===== src/rtl/gpu_arb_pkg.sv =====
// gpu_arb_pkg: shared types and constants for the GPU host-port arbiter.
//   arb_state_e  - arbiter FSM states (IDLE, ISSUE, WAIT, DONE)
//   REQ_HOST     - requester index of the Z80 host bus bridge
//   REQ_GEO      - requester index of the geometry/blitter engine
//   OOR_RDATA    - byte returned by a read whose address is out of range
package gpu_arb_pkg;

  typedef enum logic [1:0] {
    IDLE  = 2'd0,
    ISSUE = 2'd1,
    WAIT  = 2'd2,
    DONE  = 2'd3
  } arb_state_e;

  localparam logic       REQ_HOST  = 1'b0;
  localparam logic       REQ_GEO   = 1'b1;
  localparam logic [7:0] OOR_RDATA = 8'hFF;

endpackage


===== src/rtl/gpu_arb_pick2.sv =====
// gpu_arb_pick2: combinational two-way request picker.
//   req_0_i, req_1_i - pending requests
//   ptr_i            - favoured requester on a tie (round-robin build only)
//   win_o            - index of the chosen requester
//   vld_o            - at least one request is pending
// Build option GPU_HOST_ARB_ROUND_ROBIN_EN selects round-robin on ties;
// without it requester 0 always wins and ptr_i is ignored.
module gpu_arb_pick2
  import gpu_arb_pkg::*;
(
  input  logic req_0_i,
  input  logic req_1_i,
  input  logic ptr_i,
  output logic win_o,
  output logic vld_o
);

  assign vld_o = req_0_i | req_1_i;

`ifdef GPU_HOST_ARB_ROUND_ROBIN_EN
  always_comb begin
    win_o = REQ_HOST;
    if (req_0_i && req_1_i) win_o = ptr_i;
    else if (req_1_i)       win_o = REQ_GEO;
  end
`else
  logic unused_ptr;
  assign unused_ptr = ptr_i;
  assign win_o      = req_0_i ? REQ_HOST : REQ_GEO;
`endif

endmodule


===== src/rtl/gpu_host_port_arbiter.sv =====
// gpu_host_port_arbiter: shares RAM port B between the Z80 host bridge
// (requester 0) and the geometry/blitter engine (requester 1).
// Serialises byte reads/writes with a req/ack handshake, hides the RAM read
// latency and range-checks addresses against the implemented RAM size.
//   clk, rst                 - clock, asynchronous active-high reset
//   req_n/wr_n/addr_n/wdata_n - request channel of requester n
//   ack_0, ack_1             - one-cycle completion pulses
//   rdata, ack_err           - read data (held until next ack), range error
//   busy                     - arbiter not in IDLE
//   ram_addr/ram_wdata/ram_we/ram_rdata - RAM port B
// Build option GPU_HOST_ARB_ROUND_ROBIN_EN: round-robin on simultaneous
// requests; otherwise fixed priority to requester 0.
// Every output is a flop; inputs only reach next-state logic.
module gpu_host_port_arbiter
  import gpu_arb_pkg::*;
#(
  parameter int ADDR_SIZE = 14,
  parameter int RAM_LAT   = 2
) (
  input  logic        clk,
  input  logic        rst,
  input  logic        req_0,
  input  logic        wr_0,
  input  logic [19:0] addr_0,
  input  logic [7:0]  wdata_0,
  input  logic        req_1,
  input  logic        wr_1,
  input  logic [19:0] addr_1,
  input  logic [7:0]  wdata_1,
  output logic        ack_0,
  output logic        ack_1,
  output logic [7:0]  rdata,
  output logic        ack_err,
  output logic        busy,
  output logic [19:0] ram_addr,
  output logic [7:0]  ram_wdata,
  output logic        ram_we,
  input  logic [7:0]  ram_rdata
);

  localparam int CNT_W = 3;

  arb_state_e       state_q, state_d;
  logic             win_q, win_d;
  logic             wr_q, wr_d;
  logic             inrng_q, inrng_d;
  logic [CNT_W-1:0] cnt_q, cnt_d;
  logic [19:0]      ram_addr_q, ram_addr_d;
  logic [7:0]       ram_wdata_q, ram_wdata_d;
  logic             ram_we_q, ram_we_d;
  logic             ack0_q, ack0_d;
  logic             ack1_q, ack1_d;
  logic             err_q, err_d;
  logic [7:0]       rdata_q, rdata_d;
  logic             busy_q, busy_d;

  logic             pick_ptr, pick_win, pick_vld;
  logic             sel_wr, sel_inrng;
  logic [19:0]      sel_addr;
  logic [7:0]       sel_wdata;

`ifdef GPU_HOST_ARB_ROUND_ROBIN_EN
  // ptr names the requester favoured on the next tie
  logic ptr_q, ptr_d;
  assign pick_ptr = ptr_q;
`else
  assign pick_ptr = REQ_HOST;
`endif

  gpu_arb_pick2 u_pick (
    .req_0_i (req_0),
    .req_1_i (req_1),
    .ptr_i   (pick_ptr),
    .win_o   (pick_win),
    .vld_o   (pick_vld)
  );

  assign sel_wr    = pick_win ? wr_1    : wr_0;
  assign sel_addr  = pick_win ? addr_1  : addr_0;
  assign sel_wdata = pick_win ? wdata_1 : wdata_0;
  // In range when no bit at or above ADDR_SIZE is set
  assign sel_inrng = ((sel_addr >> ADDR_SIZE) == 20'd0);

  always_comb begin
    state_d     = state_q;
    win_d       = win_q;
    wr_d        = wr_q;
    inrng_d     = inrng_q;
    cnt_d       = cnt_q;
    ram_addr_d  = ram_addr_q;
    ram_wdata_d = ram_wdata_q;
    ram_we_d    = 1'b0;
    ack0_d      = 1'b0;
    ack1_d      = 1'b0;
    err_d       = 1'b0;
    rdata_d     = rdata_q;
`ifdef GPU_HOST_ARB_ROUND_ROBIN_EN
    ptr_d       = ptr_q;
`endif
    unique case (state_q)
      IDLE: begin
        if (pick_vld) begin
          win_d       = pick_win;
          wr_d        = sel_wr;
          inrng_d     = sel_inrng;
          ram_addr_d  = sel_addr;
          ram_wdata_d = sel_wdata;
          // out-of-range writes never reach the RAM
          ram_we_d    = sel_wr & sel_inrng;
          state_d     = ISSUE;
`ifdef GPU_HOST_ARB_ROUND_ROBIN_EN
          ptr_d       = ~pick_win;
`endif
        end
      end
      ISSUE: begin
        if (wr_q) begin
          ack0_d  = (win_q == REQ_HOST);
          ack1_d  = (win_q == REQ_GEO);
          err_d   = ~inrng_q;
          state_d = DONE;
        end else begin
          cnt_d   = CNT_W'(RAM_LAT - 1);
          state_d = WAIT;
        end
      end
      WAIT: begin
        if (cnt_q != '0) begin
          cnt_d = cnt_q - 1'b1;
        end else begin
          rdata_d = inrng_q ? ram_rdata : OOR_RDATA;
          ack0_d  = (win_q == REQ_HOST);
          ack1_d  = (win_q == REQ_GEO);
          err_d   = ~inrng_q;
          state_d = DONE;
        end
      end
      DONE:    state_d = IDLE;
      default: state_d = IDLE;
    endcase
    busy_d = (state_d != IDLE);
  end

  always_ff @(posedge clk or posedge rst) begin
    if (rst) begin
      state_q     <= IDLE;
      win_q       <= REQ_HOST;
      wr_q        <= 1'b0;
      inrng_q     <= 1'b0;
      cnt_q       <= '0;
      ram_addr_q  <= '0;
      ram_wdata_q <= '0;
      ram_we_q    <= 1'b0;
      ack0_q      <= 1'b0;
      ack1_q      <= 1'b0;
      err_q       <= 1'b0;
      rdata_q     <= '0;
      busy_q      <= 1'b0;
`ifdef GPU_HOST_ARB_ROUND_ROBIN_EN
      ptr_q       <= REQ_HOST;
`endif
    end else begin
      state_q     <= state_d;
      win_q       <= win_d;
      wr_q        <= wr_d;
      inrng_q     <= inrng_d;
      cnt_q       <= cnt_d;
      ram_addr_q  <= ram_addr_d;
      ram_wdata_q <= ram_wdata_d;
      ram_we_q    <= ram_we_d;
      ack0_q      <= ack0_d;
      ack1_q      <= ack1_d;
      err_q       <= err_d;
      rdata_q     <= rdata_d;
      busy_q      <= busy_d;
`ifdef GPU_HOST_ARB_ROUND_ROBIN_EN
      ptr_q       <= ptr_d;
`endif
    end
  end

  assign ram_addr  = ram_addr_q;
  assign ram_wdata = ram_wdata_q;
  assign ram_we    = ram_we_q;
  assign ack_0     = ack0_q;
  assign ack_1     = ack1_q;
  assign ack_err   = err_q;
  assign rdata     = rdata_q;
  assign busy      = busy_q;

endmodule


===== config.mk =====
export PLATFORM = sky130hd
export DESIGN_NAME = gpu_host_port_arbiter
export DESIGN_NICKNAME = d
export VERILOG_FILES = /design/src/rtl/gpu_arb_pkg.sv /design/src/rtl/gpu_arb_pick2.sv /design/src/rtl/gpu_host_port_arbiter.sv
export SDC_FILE = /design/constraint.sdc
export NUM_CORES = 1
export LEC_CHECK = 0
export CORE_MARGIN = 8
export CORE_UTILIZATION = 40
export DETAILED_ROUTE_END_ITERATION = 6
export GPL_TIMING_DRIVEN = 1
export PLACE_DENSITY_LB_ADDON = 0.25
export SLEW_MARGIN = 10
export SYNTH_ARGS = -nofsm -noshare
export SYNTH_HDL_FRONTEND = slang
export SYNTH_SLANG_ARGS = --single-unit

===== constraint.sdc =====
create_clock -name clk -period 1.8 [get_ports clk]
set_clock_uncertainty 0.05 [all_clocks]
set_input_delay 0.36 -clock clk [delete_from_list [all_inputs] [get_ports clk]]
set_output_delay 0.36 -clock clk [all_outputs]
set_load 0.01 [all_outputs]

==> results.yml <==
run_status:
  outcome: "finished clean"
die:
  die_w_um: 90.33
  pin_count: 111
  initial_core_util_pct: 40.88
  chipHeight_um: 90.33
  coreArea_um2: 5405
  num_rows: 27
  die_area_um2: 8159
timing:
  period_minus_slack_ps: 1625
  slew_headroom_pct: 75.20
  worstMarginPinSlew_ps: 368.1
  fin_tns_setup_ps: 0
  drv_slew: 0
  clock.fmax_mhz: 615.5
  finalSetupViolCount: 0
  hold_viol_final: 0
  setup_ws_ps: 175.3
  fin_crit_sh_pct: 90.26
  rsz0062_at_grt: "false"
  holdWs_ps: 369.5
global_routing:
  grt.total_usage_pct: 14.36
  grt_overflow_total: 0
  grt_pass1_vias: 2004
  antenna_found_initial: 0
  grt_pass1_wl_um: 9701
  grt_max_degree: 50
routing:
  drt-initial-drc-count: 58
  ant_nets: 0
  via_count: 1858
  post_drt_wl_per_cell_um: 14.70
  wl_um: 5790
  drt-vias-per-instance: 4.716
  first_pass_iters: 6
  drc: 0
synth:
  synth-adder-area-share_pct: 2.831
  syn-instance-count: 210
  synthDistinctLibCells: 28
  ys_seq_elements: 49
  syn_avg_cell_area_um2: 10.52
  yosys_warnings: 0
  synth_nets: 285
  synth_compound_area_share_pct: 13.42
  synthXorXnorAreaFrac_pct: 0
  synth.area.mux_share_pct: 12.68
  syn_area_um2: 2210
  synth_top_family_by_area: "compound AO/OA/AOI/OAI gates"
  synth_seq_area_share_pct: 55.49
  synth_simple_gate_area_share_pct: 9.909
pwr:
  sw_frac_of_total_pct: 33.23
  powerDensity_nw_per_um2: 1309
  switchingPower_mw: 1.537
  p_seq_share_pct: 37.8
  p_leak_nw: 1.597
  total_power_mw: 4.627
  power_frac_comb_pct: 45.0
  clkPwrFrac_pct: 17.3
  p_int_mw: 3.089
  irDropWorstVdd_uv: 585.3
worst_hold_path:
  hp-class: "in2async"
critical_path:
  path_cells: "clkdlybuf4s50_1"
  cp_slowest_cell: "clkdlybuf4s50_1"
  end_kind: "output pin"
  crit_buf_inv: 1
  arrival_ps: 1210
  r2r_cells: 6
  crit_cells: 1
  crit_path_max_incr_delay_ps: 560
  critPathKind: "reg2out"
  critPathMaxFanout: 2
  cp-start-kind: "register"
  worst_ep_required_time_ps: 1390
  crit_family: "buffers and inverters"
finish:
  nFillCells: 462
  antenna_cells: 0
  final_common_cell: "clkdlybuf4s50_1"
  syn_to_final_growth_pct: 59.97
  nets: 396
  mostFrequentLayoutCells: "clkdlybuf4s50_1, dfrtp_1, nand2_1, o21ai_0, mux2i_1"
  drive_gt1_share_pct: 7.143
flow_run:
  drv_cap: 0
placement:
  pre_cts_ws_ps: -15.51
  dp_hpwl_um: 4498
  portBuffers: 110
  place_congestion: 0.7633
clock_network:
  cts_inserted_buffers: 5
  clk_pin_slew_ps: 90
  cts_root_buffer: "clkbuf_8"
  cts_hold_buffers: 0
  insertion_delay_ps: 290
  cts_tree: "yes"
  clk_path_buf_depth: 2
  clkSinkCount: 49
  h-tree-depth: 2
-- layer usage --
layer / wire, um / track usage, %
met1: 2352 / 16.10
met2: 2771 / 23.74
met3: 626 / 7.564
met4: 39 / 2.913
met5: 0 / 0
-- cells in the mapped netlist --
library cell,number,area share [%]
a21oi_1,2,0.45
or2_2,1,0.28
nor2_1,10,1.7
nor2b_1,2,0.57
clkbuf_1,7,1.2
o2bb2ai_1,2,0.79
inv_1,15,2.5
a32o_2,1,0.51
ha_1,5,2.8
o21ai_2,1,0.40
o21ai_0,31,7.0
buf_2,1,0.23
buf_6,1,0.51
and2_1,1,0.28
and3_1,3,0.85
o22ai_2,1,0.57
mux2i_1,28,13
a22oi_1,1,0.34
a211oi_1,1,0.34
buf_1,1,0.17
or4_4,1,0.51
a31oi_1,8,2.3
a22o_1,1,0.40
buf_4,3,1.0
dfrtp_1,49,55
o211ai_1,1,0.34
nand2_1,31,5.3
or4b_1,1,0.45
-- area by class of cell --
class,count,area (um2),share of cell area [%]
flip-flops and latches,49,1226,34.69
repair buffers,117,1174,33.20
clock buffers,7,86.33,2.442
clock inverters,1,30.03,0.8496
multi-input cells,133,872.1,24.67
inverters,15,56.30,1.593
well taps,72,90.09,2.549
-- path summary, 6_finish.rpt --
check	startpoint	end	slack (ps)
max	ram_addr[14]$_DFFE_PP0P_	ram_addr[14]	180
min	rst	ack_0$_DFF_PP0_	370
max reg2reg	cnt_q[0]$_DFFE_PP0P_	busy$_DFF_PP0_	180
min reg2reg	win_q$_DFFE_PP0P_	ack_0$_DFF_PP0_	400
max in group asynchronous	rst	ram_addr[10]$_DFFE_PP0P_	1100
min in group clk	win_q$_DFFE_PP0P_	ack_0$_DFF_PP0_	400
-- through the flow --
| step | utilization, % | area, um2 | std cells |
|---|---|---|---|
| after floorplan | - | 2210 | 210 |
| after global placement | 63.13 | 3412 | 386 |
| after detailed placement | 63.13 | 3412 | 386 |
| after CTS | 65.28 | 3528 | 394 |
| after global routing | 65.39 | 3535 | 394 |
| final | 65.39 | 3535 | 394 |
-- registers in the layout, summed over array words and instances (netlist names) --
name and cells:
win_q 1, inrng_q 1, ack_err 1, cnt_q 3, ack_1 1, ack_0 1, ram_addr 20, busy 1
rdata 8, ram_we 1, ram_wdata 8, state_q 2, wr_q 1
-- power groups by stage --
stage	clock network (mW)	registers, mW	logic (mW)
floorplan	0	1.92	0.790
global placement	0	1.75	2.05
detailed placement	0	1.77	2.08
CTS	0.827	1.75	2.11
global route	0.871	1.80	2.30
finish	0.798	1.75	2.08
-- kinds of logic after synthesis --
group / count (synthesis)
buffers and inverters: 28
AOI/OAI and AO/OA: 50
and+or+nand+nor: 50
adders and majority gates: 5
muxes: 28
DFF: 49
-- timing repair --
action                                  4_1_cts  5_1_grt
resized for setup                             0        2
buffers inserted                              0        0
endpoints found under the setup margin        0        2
(Power assumes the default switching activity.)
